==> config.mk <==
export PLATFORM = sky130hd
export DESIGN_NAME = uart_baud_gen_frac_flat
export DESIGN_NICKNAME = d
export VERILOG_FILES = /design/src/rtl/uart_baud_gen_frac_pkg.sv /design/src/rtl/uart_baud_gen_frac_if.sv /design/src/rtl/uart_frac_div.sv /design/src/rtl/uart_baud_gen_frac.sv /design/src/flat_wrapper.sv
export SDC_FILE = /design/constraint.sdc
export NUM_CORES = 1
export LEC_CHECK = 0
export BUFFER_PORTS_ARGS = -buffer_cell sky130_fd_sc_hd__buf_2
export CAP_MARGIN = 20
export CORE_MARGIN = 2
export CORE_UTILIZATION = 35
export CTS_BUF_LIST = sky130_fd_sc_hd__clkbuf_4 sky130_fd_sc_hd__clkbuf_8
export DETAILED_ROUTE_END_ITERATION = 12
export SLEW_MARGIN = 20
export SYNTH_ARGS = -nofsm -noshare
export SYNTH_HDL_FRONTEND = slang
export SYNTH_SLANG_ARGS = --single-unit
==> constraint.sdc <==
create_clock -name clock -period 4.3 [get_ports clock]
set_clock_uncertainty 0.15 [all_clocks]
set_input_delay 0.86 -clock clock [delete_from_list [all_inputs] [get_ports clock]]
set_output_delay 0.86 -clock clock [all_outputs]
set_load 0.02 [all_outputs]
==> src/rtl/uart_baud_gen_frac_pkg.sv <==
// rtl/uart_baud_gen_frac_pkg.sv - shared defaults and divisor helper for the fractional baud generator
package uart_baud_gen_frac_pkg;

    localparam int SYS_CLK         = 50_000_000;
    localparam int UART_BAUD_RATE  = 115_200;
    localparam int UART_OVERSAMPLE = 16;
    localparam int BAUD_DIV_INT_W  = 16;
    localparam int BAUD_DIV_FRAC_W = 4;

    // Divisor in units of 1/2^frac_w clock, rounded to nearest.
    function automatic longint calc_div(input longint sys_clk, input longint baud,
                                        input longint os, input int frac_w);
        longint den;
        den = baud * os;
        return ((sys_clk << frac_w) * 2 + den) / (2 * den);
    endfunction

endpackage

==> src/rtl/uart_baud_gen_frac_if.sv <==
// rtl/uart_baud_gen_frac_if.sv - control and tick bundle between UART core and baud generator
interface uart_baud_gen_frac_if
    import uart_baud_gen_frac_pkg::*;
#(
    parameter int P_DIV_INT_W  = BAUD_DIV_INT_W,
    parameter int P_DIV_FRAC_W = BAUD_DIV_FRAC_W
);
    logic                    i_en;
    logic                    i_div_load;
    logic [P_DIV_INT_W-1:0]  i_div_int;
    logic [P_DIV_FRAC_W-1:0] i_div_frac;
    logic                    i_resync;
    logic                    o_os_tick;
    logic                    o_mid_tick;
    logic                    o_baud_tick;
    logic                    o_u_clk;
    logic                    o_cfg_err;

    modport master (
        output i_en, i_div_load, i_div_int, i_div_frac, i_resync,
        input  o_os_tick, o_mid_tick, o_baud_tick, o_u_clk, o_cfg_err
    );

    modport slave (
        input  i_en, i_div_load, i_div_int, i_div_frac, i_resync,
        output o_os_tick, o_mid_tick, o_baud_tick, o_u_clk, o_cfg_err
    );
endinterface

==> src/rtl/uart_frac_div.sv <==
// rtl/uart_frac_div.sv - integer+fractional period counter with shadowed divisor, one strobe per period
module uart_frac_div
    import uart_baud_gen_frac_pkg::*;
#(
    parameter int                INT_W    = BAUD_DIV_INT_W,
    parameter int                FRAC_W   = BAUD_DIV_FRAC_W,
    parameter logic [INT_W-1:0]  DEF_INT  = INT_W'(2),
    parameter logic [FRAC_W-1:0] DEF_FRAC = '0
) (
    input  logic              clock,
    input  logic              reset_n,
    input  logic              en,
    input  logic              div_load,
    input  logic [INT_W-1:0]  div_int,
    input  logic [FRAC_W-1:0] div_frac,
    input  logic              resync,
    output logic              os_stb
);
    logic [INT_W-1:0]  cnt;
    logic [INT_W-1:0]  act_int;
    logic [INT_W-1:0]  shd_int;
    logic [INT_W-1:0]  ld_int;
    logic [INT_W-1:0]  nxt_int;
    logic [FRAC_W-1:0] acc;
    logic [FRAC_W-1:0] act_frac;
    logic [FRAC_W-1:0] shd_frac;
    logic [FRAC_W-1:0] nxt_frac;
    logic              carry;
    logic              shd_vld;
    logic [INT_W:0]    len;
    logic [FRAC_W:0]   sum;

    assign ld_int = (div_int < INT_W'(2)) ? INT_W'(2) : div_int;
    assign len    = {1'b0, act_int} + {{INT_W{1'b0}}, carry};
    assign os_stb = en && !resync && ({1'b0, cnt} == (len - {{INT_W{1'b0}}, 1'b1}));

    // Divisor that takes over at this period boundary; a load landing on the boundary wins.
    always_comb begin
        nxt_int  = act_int;
        nxt_frac = act_frac;
        if (div_load) begin
            nxt_int  = ld_int;
            nxt_frac = div_frac;
        end else if (shd_vld) begin
            nxt_int  = shd_int;
            nxt_frac = shd_frac;
        end
    end

    assign sum = {1'b0, acc} + {1'b0, nxt_frac};

    always_ff @(posedge clock or negedge reset_n) begin
        if (!reset_n) begin
            cnt      <= '0;
            acc      <= '0;
            carry    <= 1'b0;
            act_int  <= DEF_INT;
            act_frac <= DEF_FRAC;
            shd_int  <= '0;
            shd_frac <= '0;
            shd_vld  <= 1'b0;
        end else if (resync) begin
            cnt   <= '0;
            acc   <= '0;
            carry <= 1'b0;
            if (div_load) begin
                act_int  <= ld_int;
                act_frac <= div_frac;
                shd_vld  <= 1'b0;
            end
        end else if (div_load && !en) begin
            act_int  <= ld_int;
            act_frac <= div_frac;
            shd_vld  <= 1'b0;
        end else if (os_stb) begin
            cnt      <= '0;
            act_int  <= nxt_int;
            act_frac <= nxt_frac;
            shd_vld  <= 1'b0;
            acc      <= sum[FRAC_W-1:0];
            carry    <= sum[FRAC_W];
        end else begin
            if (en) begin
                cnt <= cnt + INT_W'(1);
            end
            if (div_load) begin
                shd_int  <= ld_int;
                shd_frac <= div_frac;
                shd_vld  <= 1'b1;
            end
        end
    end
endmodule

==> src/rtl/uart_baud_gen_frac.sv <==
// rtl/uart_baud_gen_frac.sv - oversample, mid-bit and baud tick generator with fractional divisor
module uart_baud_gen_frac
    import uart_baud_gen_frac_pkg::*;
#(
    parameter int P_SYS_CLK        = SYS_CLK,
    parameter int P_UART_BAUD_RATE = UART_BAUD_RATE,
    parameter int P_OVERSAMPLE     = UART_OVERSAMPLE,
    parameter int P_DIV_INT_W      = BAUD_DIV_INT_W,
    parameter int P_DIV_FRAC_W     = BAUD_DIV_FRAC_W
) (
    input  logic                 clock,
    input  logic                 reset_n,
    uart_baud_gen_frac_if.slave  bus
);
    localparam longint                  DEF_DIV  = calc_div(P_SYS_CLK, P_UART_BAUD_RATE,
                                                            P_OVERSAMPLE, P_DIV_FRAC_W);
    localparam logic [P_DIV_INT_W-1:0]  DEF_INT  = P_DIV_INT_W'(DEF_DIV >> P_DIV_FRAC_W);
    localparam logic [P_DIV_FRAC_W-1:0] DEF_FRAC = P_DIV_FRAC_W'(DEF_DIV);
    localparam int                      OS_W     = $clog2(P_OVERSAMPLE);
    localparam logic [OS_W-1:0]         OS_LAST  = OS_W'(P_OVERSAMPLE - 1);
    localparam logic [OS_W-1:0]         OS_HALF  = OS_W'(P_OVERSAMPLE / 2);

    logic            os_stb;
    logic [OS_W-1:0] os_cnt;
    logic [OS_W-1:0] os_cnt_nxt;
    logic            os_tick;
    logic            mid_tick;
    logic            baud_tick;
    logic            u_clk;
    logic            cfg_err;

    uart_frac_div #(
        .INT_W    (P_DIV_INT_W),
        .FRAC_W   (P_DIV_FRAC_W),
        .DEF_INT  (DEF_INT),
        .DEF_FRAC (DEF_FRAC)
    ) u_div (
        .clock    (clock),
        .reset_n  (reset_n),
        .en       (bus.i_en),
        .div_load (bus.i_div_load),
        .div_int  (bus.i_div_int),
        .div_frac (bus.i_div_frac),
        .resync   (bus.i_resync),
        .os_stb   (os_stb)
    );

    assign os_cnt_nxt = (os_cnt == OS_LAST) ? '0 : os_cnt + OS_W'(1);

    always_ff @(posedge clock or negedge reset_n) begin
        if (!reset_n) begin
            os_cnt    <= '0;
            os_tick   <= 1'b0;
            mid_tick  <= 1'b0;
            baud_tick <= 1'b0;
            u_clk     <= 1'b1;
            cfg_err   <= 1'b0;
        end else begin
            if (bus.i_div_load && (bus.i_div_int < P_DIV_INT_W'(2))) begin
                cfg_err <= 1'b1;
            end
            if (bus.i_resync) begin
                os_cnt    <= '0;
                os_tick   <= 1'b0;
                mid_tick  <= 1'b0;
                baud_tick <= 1'b0;
                u_clk     <= 1'b1;
            end else if (os_stb) begin
                os_cnt    <= os_cnt_nxt;
                os_tick   <= 1'b1;
                mid_tick  <= (os_cnt_nxt == OS_HALF);
                baud_tick <= (os_cnt_nxt == '0);
                u_clk     <= (os_cnt_nxt < OS_HALF);
            end else begin
                os_tick   <= 1'b0;
                mid_tick  <= 1'b0;
                baud_tick <= 1'b0;
            end
        end
    end

    assign bus.o_os_tick   = os_tick;
    assign bus.o_mid_tick  = mid_tick;
    assign bus.o_baud_tick = baud_tick;
    assign bus.o_u_clk     = u_clk;
    assign bus.o_cfg_err   = cfg_err;
endmodule

==> src/flat_wrapper.sv <==
// flat-port wrapper written by rule: the top's interface ports become plain ports
module uart_baud_gen_frac_flat import uart_baud_gen_frac_pkg::*;
#(
    parameter int P_SYS_CLK        = SYS_CLK,
    parameter int P_UART_BAUD_RATE = UART_BAUD_RATE,
    parameter int P_OVERSAMPLE     = UART_OVERSAMPLE,
    parameter int P_DIV_INT_W      = BAUD_DIV_INT_W,
    parameter int P_DIV_FRAC_W     = BAUD_DIV_FRAC_W
)
  (clock, reset_n, bus_i_en, bus_i_div_load, bus_i_div_int, bus_i_div_frac, bus_i_resync, bus_o_os_tick, bus_o_mid_tick, bus_o_baud_tick, bus_o_u_clk, bus_o_cfg_err);
  uart_baud_gen_frac_if #(.P_DIV_INT_W(P_DIV_INT_W), .P_DIV_FRAC_W(P_DIV_FRAC_W)) bus_i ();
  input  logic clock;
  input  logic reset_n;
  input wire logic [$bits(bus_i.i_en)-1:0] bus_i_en;
  input wire logic [$bits(bus_i.i_div_load)-1:0] bus_i_div_load;
  input wire logic [$bits(bus_i.i_div_int)-1:0] bus_i_div_int;
  input wire logic [$bits(bus_i.i_div_frac)-1:0] bus_i_div_frac;
  input wire logic [$bits(bus_i.i_resync)-1:0] bus_i_resync;
  output wire logic [$bits(bus_i.o_os_tick)-1:0] bus_o_os_tick;
  output wire logic [$bits(bus_i.o_mid_tick)-1:0] bus_o_mid_tick;
  output wire logic [$bits(bus_i.o_baud_tick)-1:0] bus_o_baud_tick;
  output wire logic [$bits(bus_i.o_u_clk)-1:0] bus_o_u_clk;
  output wire logic [$bits(bus_i.o_cfg_err)-1:0] bus_o_cfg_err;
  assign bus_i.i_en = bus_i_en;
  assign bus_i.i_div_load = bus_i_div_load;
  assign bus_i.i_div_int = bus_i_div_int;
  assign bus_i.i_div_frac = bus_i_div_frac;
  assign bus_i.i_resync = bus_i_resync;
  assign bus_o_os_tick = bus_i.o_os_tick;
  assign bus_o_mid_tick = bus_i.o_mid_tick;
  assign bus_o_baud_tick = bus_i.o_baud_tick;
  assign bus_o_u_clk = bus_i.o_u_clk;
  assign bus_o_cfg_err = bus_i.o_cfg_err;
  uart_baud_gen_frac #(.P_SYS_CLK(P_SYS_CLK), .P_UART_BAUD_RATE(P_UART_BAUD_RATE), .P_OVERSAMPLE(P_OVERSAMPLE), .P_DIV_INT_W(P_DIV_INT_W), .P_DIV_FRAC_W(P_DIV_FRAC_W)) u_core (.clock(clock), .reset_n(reset_n), .bus(bus_i));
endmodule
==> flow_summary.json <==
{
  "synth_top_area_share_pct": 40.10,
  "total_power_mw": 1.689,
  "antenna_found_initial": 0,
  "tns_ns": 0,
  "leakagePower_nw": 1.935,
  "synth-main-ff-cell": "dfrtp_1",
  "cts_num_sinks": 71,
  "grt_pass1_wl_um": 15450,
  "pwr-share-clk_pct": 36.4,
  "n_antenna_cell": 0,
  "synth_most_common_cell": "dfrtp_1",
  "syn_area_sq_mm": 0.004056,
  "setup_viol": 0,
  "use_met1_pct": 22.01,
  "gr-usage-all-layers_pct": 15.22,
  "wl_per_cell_um": 16.08,
  "synth-seq-cells": 71,
  "grt_max_degree": 40,
  "synth.avg_cell_area_sq_um": 10.24,
  "vias": 3074,
  "clock_latency_ns": 0.35,
  "pin_count": 30,
  "syn-num-nets": 431,
  "min_period_ns": 3.681,
  "p_switching_mw": 0.4689,
  "layout-drive-gt1-share_pct": 21.38,
  "fmax_mhz": 271.7,
  "cts.clk_slew.worst_paths_ns": 0.08,
  "yosysWarnings": 0,
  "report.final.slew_viol_count": 0,
  "seq_power_share_pct": 47.4,
  "yosys-top-cells-area": "dfrtp_1 (40%), mux2_2 (6.1%), a32o_1 (3.9%)",
  "cp-end-kind": "flip-flop",
  "period_share_pct": 85.61,
  "rsz0062_at_grt": "no",
  "worstSetupStartpointType": "flip-flop",
  "drt_iter0_markers": 144,
  "start_util_pct": 35.68,
  "grt_pass1_vias": 3085,
  "root_buffer": "clkbuf_8",
  "path_class": "reg2reg",
  "p_int_mw": 1.220,
  "arrival_ns": 3.81,
  "synth_largest_area_cell": "dfrtp_1",
  "place_congestion": 0.9480,
  "finalWirelength_um": 9071,
  "drv_cap": 0,
  "overflow": 0,
  "cts_tree": "built",
  "finalHoldWorstSlack_ns": 0.3287,
  "die_area_sq_mm": 0.01247,
  "cp.required_ns": 4.43,
  "netlist_instances": 396,
  "synth-edff-count": 0,
  "ys_async_sr_fraction_pct": 100.0,
  "cts_resized": 0,
  "num_rows": 39,
  "drtAntennaViolNets": 0,
  "coreArea_sq_mm": 0.01137,
  "hold_viol_final": 0,
  "maxSlewHeadroom_pct": 41.14,
  "post-place-ws_ns": 0.6011,
  "grtUsageMet2_pct": 23.11,
  "yosys-top-cells-count": "dfrtp_1 (65), nor2_1 (32), mux2_2 (22)",
  "ir_drop_v": 0.0001845,
  "post-cts-setup-buffers": 0,
  "crit_fanout": 28,
  "area_growth_pct": 12.09,
  "seq_area_frac_synth_pct": 43.99,
  "timing.final.ws_setup_ns": 0.6188,
  "layout.nets": 451,
  "dp_hpwl_um": 6466,
  "drt_pass1_iterations": 4,
  "drc": 0,
  "die_x_um": 111.7,
  "die_h_um": 111.7,
  "grt_util_met3_pct": 2.831,
  "grt-busiest-layer": "met2",
  "cts_buffers": 9,
  "portBuffers": 29,
  "status": "finished clean",
  "sw_frac_of_total_pct": 27.77,
  "hp-class": "reg2reg",
  "vias_per_cell": 5.450,
  "power.share.combinational_pct": 16.3,
  "powerDensity_mw_per_mm2": 371.4,
  "postCtsHoldBufs": 0,
  "synth_cell_type_count": 59,
  "tightest_slew_ns": 0.8829,
  "htreeDepth": 3,
  "clockBufferDepth": 2
}
==> critical path, cell delays in order (launching register included) <==
cell and delay [ns]:
dfstp_2 0.37, inv_1 0.07, ha_1 0.22, ha_1 0.32
or3b_2 0.53, o31a_1 0.29, a211oi_1 0.28, nand4bb_1 0.22
nor4_4 0.06, buf_4 0.23, o21ai_2 0.60, a32o_1 0.28
==> layout make-up <==
type	count	area, sq um
Tap cell	143	178.9
Fill cell	1122	6823
Multi-Input combinational cell	289	2130
Clock buffer	11	145.1
Clock inverter	5	81.33
Sequential cell	71	1784
Timing Repair Buffer	35	190.2
Inverter	10	37.54
==> power groups by stage <==
| stage | sequential, mW | combinational (mW) | clock [mW] |
|---|---|---|---|
| 6_report | 0.800 | 0.274 | 0.614 |
| 2_1_floorplan | 0.783 | 0.218 | 0 |
| 5_1_grt | 0.809 | 0.308 | 0.661 |
| 4_1_cts | 0.799 | 0.276 | 0.628 |
| 3_3_place_gp | 0.809 | 0.270 | 0 |
| 3_5_place_dp | 0.812 | 0.275 | 0 |
==> cell usage in the layout (no fill, tap or decap), types with 3 or more instances in the layout <==
cell type and count:
dfrtp_1 65, nor2_1 32, buf_2 29, mux2_2 22, nand2_1 17, xnor2_1 17, o21ai_0 16, a32o_1 16
a22o_1 15, xor2_1 14, nand3_1 11, inv_1 10, clkbuf_8 10, a21oi_1 9, nor3_1 9, ha_1 9
nor4_1 7, nor3b_1 7, a21o_1 7, mux2i_1 6, nand4_1 6, buf_4 6, dfstp_2 6, or3_1 5
nor2b_1 5, nand2b_1 4, a31oi_1 4, o21a_1 4, or2_2 3, or4_1 3, and3_1 3
==> state kept, by name, indices dropped and copies added, names as in the netlist <==
name                    flops
u_core.u_div.shd_int       16
u_core.bus.o_cfg_err        1
u_core.bus.o_mid_tick       1
u_core.u_div.shd_vld        1
u_core.u_div.acc            4
u_core.bus.o_u_clk          1
u_core.bus.o_baud_tick      1
u_core.u_div.carry          1
u_core.u_div.shd_frac       4
u_core.u_div.act_frac       4
u_core.u_div.cnt           16
u_core.bus.o_os_tick        1
u_core.u_div.act_int       16
u_core.os_cnt               4
==> path summary, 6_finish.rpt <==
path                                    startpoint                  endpoint  slack, ns  cells after the start
setup reg to reg           u_core.u_div.act_int[0]   u_core.u_div.act_int[2]       0.62                     11
setup / recovery           u_core.u_div.act_int[0]   u_core.u_div.act_int[2]       0.62                     11
hold reg to reg               u_core.bus.o_cfg_err      u_core.bus.o_cfg_err       0.33                      1
min in group asynchronous                  reset_n  u_core.u_div.shd_frac[0]       0.47                      1
hold / removal                u_core.bus.o_cfg_err      u_core.bus.o_cfg_err       0.33                      1
max in group asynchronous                  reset_n        u_core.bus.o_u_clk       2.53                      2
==> per-layer routing <==
layer	wire [um]	vias to the layer above
met3	226	8
met2	4071	43
li1	-	1505
met5	0	-
met1	4654	1518
met4	119	0
==> kinds of logic (layout without fill, tap and decap cells) <==
group | Yosys count | count (layout) | share of synthesized area [%]
AO/OA/AOI/OAI | 92 | 92 | 17.34
multiplexers | 28 | 28 | 7.588
XOR/XNOR | 31 | 31 | 6.693
adder cells (fa/ha/maj) | 10 | 10 | 3.270
flip-flops | 71 | 71 | 43.99
AND/OR/NAND/NOR | 128 | 128 | 17.49
buffers and inverters | 36 | 61 | 3.640
==> through the flow <==
step	util (%)	std cells	instance area, sq um
after floorplan	-	396	4056
after global placement	38.00	548	4320
after detailed placement	38.00	548	4320
after CTS	39.99	564	4547
after global routing	39.99	564	4547
final	39.99	564	4547
No activity file was read; power rests on OpenSTA's default activity.
